`config.mk`:
```
export PLATFORM = sky130hd
export DESIGN_NAME = ws2812_pixel_serializer
export DESIGN_NICKNAME = d
export VERILOG_FILES = /design/src/rtl/ws2812_pixel_serializer.sv
export SDC_FILE = /design/constraint.sdc
export NUM_CORES = 1
export LEC_CHECK = 0
export ABC_AREA = 1
export CAP_MARGIN = 30
export CORE_ASPECT_RATIO = 0.5
export CORE_MARGIN = 10
export CORE_UTILIZATION = 30
export DETAILED_ROUTE_END_ITERATION = 6
export PLACE_DENSITY = 0.54
export SKIP_LAST_GASP = 1
export SYNTH_ARGS = -nofsm -noshare
export SYNTH_HDL_FRONTEND = slang
export SYNTH_SLANG_ARGS = --single-unit
```
`constraint.sdc`:
```
create_clock -name clk -period 4.6 [get_ports clk]
set_clock_uncertainty 0.05 [all_clocks]
set_input_delay 0.92 -clock clk [delete_from_list [all_inputs] [get_ports clk]]
set_output_delay 0.92 -clock clk [all_outputs]
set_load 0.005 [all_outputs]
```
`src/rtl/ws2812_pixel_serializer.sv`:
```
// Whole-pixel WS2812B serializer: shifts pixel words out MSB-first as timed
// high/low pulses, back-to-back, and generates the end-of-frame latch period.
module ws2812_pixel_serializer #(
  parameter int PIXEL_BITS = 24,
  parameter int BIT_CYC    = 120,
  parameter int T0H_CYC    = 35,
  parameter int T1H_CYC    = 70,
  parameter int RESET_CYC  = 6000,
  parameter int CNT_W      = 13
) (
  input  logic                  clk,
  input  logic                  reset,
  input  logic [PIXEL_BITS-1:0] pixelData,
  input  logic                  pixelValid,
  output logic                  pixelReady,
  input  logic                  latchReq,
  output logic                  dataOut,
  output logic                  busy,
  output logic                  pixelDone,
  output logic                  latchDone,
  output logic [1:0]            dbg_state_o
);

  // Handshake: a pixel is taken on any rising clk edge where pixelValid and
  // pixelReady are both high; pixelData must be stable while pixelValid is high.

  localparam int IDX_W = (PIXEL_BITS > 1) ? $clog2(PIXEL_BITS) : 1;
  localparam logic [CNT_W-1:0] BIT_LAST = CNT_W'(BIT_CYC - 1);
  localparam logic [CNT_W-1:0] RST_LAST = CNT_W'(RESET_CYC - 1);
  localparam logic [CNT_W-1:0] T0H      = CNT_W'(T0H_CYC);
  localparam logic [CNT_W-1:0] T1H      = CNT_W'(T1H_CYC);
  localparam logic [IDX_W-1:0] IDX_LAST = IDX_W'(PIXEL_BITS - 1);

  typedef enum logic [1:0] {
    S_IDLE  = 2'd0,
    S_SEND  = 2'd1,
    S_LATCH = 2'd2
  } state_t;

  state_t                  state_q, state_d;
  logic [PIXEL_BITS-1:0]   shift_q, shift_d;
  logic [IDX_W-1:0]        idx_q, idx_d;
  logic [CNT_W-1:0]        cyc_q, cyc_d;

  logic bit_end, pixel_end, latch_end;

  assign bit_end   = (state_q == S_SEND) && (cyc_q == BIT_LAST);
  assign pixel_end = bit_end && (idx_q == IDX_LAST);
  assign latch_end = (state_q == S_LATCH) && (cyc_q == RST_LAST);

  // dataOut comes from registers only so the pin never glitches on input activity.
  assign dataOut     = (state_q == S_SEND) &&
                       (cyc_q < (shift_q[PIXEL_BITS-1] ? T1H : T0H));
  assign pixelReady  = !reset && ((state_q == S_IDLE) || pixel_end);
  assign busy        = !reset && (state_q != S_IDLE);
  assign pixelDone   = !reset && pixel_end;
  assign latchDone   = !reset && latch_end;
  assign dbg_state_o = state_q;

  always_comb begin
    state_d = state_q;
    shift_d = shift_q;
    idx_d   = idx_q;
    cyc_d   = cyc_q;
    case (state_q)
      S_IDLE: begin
        if (pixelValid) begin
          shift_d = pixelData;
          idx_d   = '0;
          cyc_d   = '0;
          state_d = S_SEND;
        end else if (latchReq) begin
          cyc_d   = '0;
          state_d = S_LATCH;
        end
      end
      S_SEND: begin
        if (bit_end) begin
          cyc_d = '0;
          if (pixel_end) begin
            idx_d = '0;
            if (pixelValid) shift_d = pixelData;
            else            state_d = S_IDLE;
          end else begin
            shift_d = shift_q << 1;
            idx_d   = idx_q + IDX_W'(1);
          end
        end else begin
          cyc_d = cyc_q + CNT_W'(1);
        end
      end
      S_LATCH: begin
        if (latch_end) begin
          cyc_d   = '0;
          state_d = S_IDLE;
        end else begin
          cyc_d = cyc_q + CNT_W'(1);
        end
      end
      default: state_d = S_IDLE;
    endcase
  end

  always_ff @(posedge clk) begin
    if (reset) begin
      state_q <= S_IDLE;
      shift_q <= '0;
      idx_q   <= '0;
      cyc_q   <= '0;
    end else begin
      state_q <= state_d;
      shift_q <= shift_d;
      idx_q   <= idx_d;
      cyc_q   <= cyc_d;
    end
  end

endmodule

```
### Word level (Yosys, flattened, before mapping)

Cells that the tools add are included.

| cells by class | value |
|---|---|
| reduce and logical (&&, ||, !) cells | 18 |
| $add $sub $neg | 2 |
| order comparisons | 1 |
| multiplexer cells | 21 |
| equality and inequality tests | 11 |

Operator list:

| cell | count |
|---|---|
| $mux W24 | 3 |
| $mux W13 | 4 |
| $pmux W24 S2 | 1 |
| $pmux W13 S3 | 1 |
| $mux W5 | 3 |
| $add A13 B1 Y13 const B | 1 |
| $eq A13 B13 Y1 const B | 1 |
| $eq A13 B7 Y1 const B | 1 |
| $lt A13 B7 Y1 | 1 |
| $mux W2 | 6 |
| $ne A2 B2 Y1 const B | 5 |
| $pmux W5 S2 | 1 |
| $logic_and A1 B1 Y1 | 8 |
| $mux W7 | 1 |
| $pmux W2 S3 | 1 |
| $add A5 B1 Y5 const B | 1 |
| $eq A5 B5 Y1 const B | 1 |
| $reduce_and A5 Y1 | 1 |
| $reduce_and A2 Y1 | 2 |
| $reduce_bool A2 Y1 | 2 |
| $ne A3 B3 Y1 const B | 1 |
| $reduce_and A3 Y1 | 1 |
| $reduce_bool A3 Y1 | 1 |
| $eq A2 B1 Y1 const B | 1 |
| 4 further kinds | 4 |

| word-level totals | value |
|---|---|
| word-level logic and storage cells | 57 |
| bits of input ports | 28 |
| flip-flop bits (word level) | 44 |

### Longest topological paths before layout

| depth | value |
|---|---|
| depth after elaboration | 6 |
| depth in mapped cells | 11 |
| gate-level depth less buffers | 11 |

### Worst setup path after synthesis

Ideal clock, no wire load.

| timing path | value |
|---|---|
| path kind | in2out |
| start | input reset |
| end | output pixelDone |
| stages | 3 |
| slack | 2.121 ns |
| data arrival time | 1.509 ns |
| buffers on the path | 2 |
| data required time | 3.630 ns |
| cells stage by stage | clkbuf_1 clkbuf_1 nor2_1 |

| on the way | value |
|---|---|
| word-level cells in the longest chain between the ends | 2 |

Ends and longest elaborated chain:

| element | line | RTL |
|---|---|---|
| from (decl) | 12 | `input logic reset,` |
| $logic_not A1 Y1 | 56 | `assign pixelDone = !reset && pixel_end;` |
| $logic_and A1 B1 Y1 | 56 |  |
| to (decl) | 19 | `output logic pixelDone,` |

Every way passes these cells.

### Final worst setup path

| timing path | value |
|---|---|
| start | register cyc_q[0] |
| end | output pixelReady |

| on the way | value |
|---|---|
| word-level cells in the longest chain between the ends | 5 |

Ends and longest elaborated chain:

| element | line | RTL |
|---|---|---|
| from (decl) | 43 | `logic [CNT_W-1:0] cyc_q, cyc_d;` |
| from (signal assigned) | 114 | `cyc_q <= cyc_d;` |
| $eq A13 B7 Y1 | 47 | `assign bit_end = (state_q == S_SEND) && (cyc_q == BIT_LAST);` |
| $logic_and A1 B1 Y1 | 47 |  |
| $logic_and A1 B1 Y1 | 48 | `assign pixel_end = bit_end && (idx_q == IDX_LAST);` |
| $logic_or A1 B1 Y1 | 54 | `assign pixelReady = !reset && ((state_q == S_IDLE) \|\| pixel_end);` |
| $logic_and A1 B1 Y1 | 54 |  |
| to (decl) | 15 | `output logic pixelReady,` |

Every way passes these cells.

==> flow_summary.toml <==
[timing]
setup_viol_count_final = 0
slew_headroom_pct = 52.43
setup_slack_ns = 1.141
worstMarginPinSlew_ns = 0.7119
rsz0062_at_grt = "false"
post-route-period-util_pct = 75.19
fmaxAchievable_mhz = 289.1
finalHoldViolations = 0
period_needed_ns = 3.459
setup_tns_ns = 0
final_max_slew_viol_count = 0

[worst_setup_path]
crit_fanout = 26
startpoint_type = "flop"
timing.rr.start = "cyc_q[0]"
cp_cell_sequence = "ha_1 -> nand3_1 -> nor2_2 -> nand3_2 -> a21oi_1 -> clkdlybuf4s50_1"
crit_path_end_kind = "output pin"
critPathRequiredTime_ns = 3.63
crit_arrival_ns = 2.49
critical_path_class = "reg -> out"
rr_endpoint = "dbg_state_o[1]"
path_depth = 6
crit_path_max_incr_delay_ns = 0.53
critical-path-top-delay-family = "simple AND/OR/NAND/NOR gates"
rrSetupSlack_ns = 1.97
cp_slowest_cell = "clkdlybuf4s50_1"
ff2ff_path_depth = 10
worst-path-buf-inv = 1

[cts]
cts_tree = "yes"
cts_setup_buffers = 0
postCtsHoldBufs = 0
cts-root-buf = "clkbuf_16"
clk_path_buf_depth = 2
numCtsBuffers = 5
cts.sinks = 44
cts.repair.resized = 0
clkLatencyLatePin_ns = 0.29
htreeDepth = 2
clk_pin_slew_worst_paths_ns = 0.07

[global_routing]
grt_pass1_vias = 2450
gr-total-overflow = 0
grt_pass1_wl_mm = 12.12
grt_max_degree = 34
antenna_found_initial = 0
grt_use_total_pct = 10.71

[placed_design]
portBuffers = 34
place.gp.congestion = 0.7726
place_ws_ns = 1.274
placed_cell_area_um2 = 3169
hpwl_mm = 4.789

[power]
p_sw_uw = 700.2
swShare_pct = 39.23
p_comb_share_pct = 43.5
powerDensity_nw_per_um2 = 533.3
internal_power_mw = 1.085
p_clk_share_pct = 24.1
ir_drop_v = 0.0001878
p_leak_nw = 1.355
seqPwrFrac_pct = 32.4

[layout]
nFillCells = 959
area.growth.synth_to_final_pct = 21.92
mostFrequentLayoutCell = "nand2_1"
final_cell_area_um2 = 3347
nNetsFinal = 456
final_cell_mix = "nand2_1, nand3_1, dfxtp_1, nor2_1, a21oi_1"
finish.utilization_pct = 38.04
diodes = 0
layout-drive-gt1-share_pct = 6.413

[logic_synthesis]
synthTopCellsByArea = "dfxtp_1, nand2_1, nand3_1, mux2i_1, a21oi_1"
seq_area_frac_synth_pct = 32.09
synth.avg_cell_area_um2 = 6.985
netlist.area_leader.share_pct = 32.09
synth-edff-count = 0
async_reset_ff_share_pct = 0
synth_area_um2 = 2745
synth_flop_cell = "dfxtp_1"
postSynthCellCount = 393
ys_ff_latch = 44
yosys.area.top_type = "dfxtp_1"
ys_warn_count = 0
syn_nets = 429
yosysUniqueCellTypes = 31

[hold_path]
hold_path.class = "reg -> reg"
min_to = "shift_q[22]"
min_from = "shift_q[22]"
worstHoldPathCells = 2

[routing]
vias_per_cell = 4.775
drtAntennaViolNets = 0
dr_wl_met3_um = 277
wl_met2_mm = 3.200
m1WireLength_mm = 3.435
drc = 0
drt-wirelength-per-cell_um = 13.01
drt_wl_total_mm = 7.002
drt-initial-drc-count = 141
maxUsedRoutingLayer = "met4"
route.vias.total = 2569
first_pass_iters = 4

[floorplanning]
die_h_um = 87.64
die_area_um2 = 13610
io_pins = 35
rows = 24
coreArea_um2 = 8798
initial_utilization_pct = 31.20
die_w_um = 155.3

[run]
maxCapViolCount = 0

[status]
status = "complete, no violations"
## sequential cells by signal, summed over array words and instances, names as in the netlist
signal and cells:
idx_q 5, shift_q 24, dbg_state_o 2, cyc_q 13
## cell type report
type	instances	area [µm²]	share of cell area [%]
Clock buffer	6	138.9	4.150
Clock inverter	2	38.79	1.159
Inverter	26	97.59	2.916
Multi-Input combinational cell	305	1667	49.79
Sequential cell	44	880.8	26.32
Tap cell	117	146.4	4.374
Timing Repair Buffer	38	377.9	11.29
## per-layer routing
layer / track usage, % / vias up
li1: - / 1360
met1: 14.04 / 1173
met2: 16.89 / 29
met3: 2.935 / 7
met4: 3.294 / 0
met5: 0 / -
## synth_stat cells (2+ instances only)
library cell  instances
a21oi_1              39
or2_0                 2
nand3b_1             22
buf_2                 8
ha_1                  8
inv_2                 2
dfxtp_1              44
clkbuf_1              6
nor3b_1               2
nand2_2               7
xor2_1                6
buf_4                 2
nand2_1              91
nand3_1              44
nand4_1               3
inv_1                24
o21ai_0               5
nor2_1               40
nand3_2               2
buf_6                 2
nor3_1                4
mux2i_1              21
## worst min-delay path: stages (launching register included)
cell     delay (ns)
dfxtp_1        0.31
nand2_1        0.06
a21oi_1        0.06
## power by group through the flow
| stage | Clock (mW) | Sequential, mW | Combinational (mW) |
|---|---|---|---|
| 6_report | 0.430 | 0.579 | 0.776 |
| 5_1_grt | 0.461 | 0.598 | 0.894 |
| 4_1_cts | 0.445 | 0.579 | 0.785 |
| 3_5_place_dp | 0 | 0.586 | 0.782 |
| 3_3_place_gp | 0 | 0.588 | 0.765 |
| 2_1_floorplan | 0 | 0.567 | 0.612 |
## logic make-up after synthesis
kind of cell	share of synthesized area [%]
AO/OA/AOI/OAI	10.26
flip-flops	32.09
buffers and inverters	7.201
AND/OR/NAND/NOR	36.92
XOR/XNOR	2.233
multiplexers	7.657
adder cells (fa/ha/maj)	3.646
## worst max path at each step
stage | to | slack [ns] | from
final | pixelReady | 1.14 | cyc_q[0]
after floorplan | pixelDone | 2.12 | reset
after global placement | pixelDone | 1.28 | reset
after detailed placement | pixelDone | 1.27 | reset
after CTS | pixelReady | 1.10 | cyc_q[0]
after global routing | pixelReady | 0.91 | cyc_q[9]
## per-stage QoR
| step | hold WS, ns | std cells | total power, mW |
|---|---|---|---|
| 2_1_floorplan | 0.3945 | 393 | 1.179 |
| 4_1_cts | 0.4249 | 538 | 1.809 |
| 6_report | 0.4219 | 538 | 1.785 |
| 3_5_place_dp | 0.4155 | 530 | 1.369 |
| 3_3_place_gp | 0.4095 | 529 | 1.353 |
| 5_1_grt | 0.4516 | 538 | 1.953 |
(Power assumes the default switching activity.)
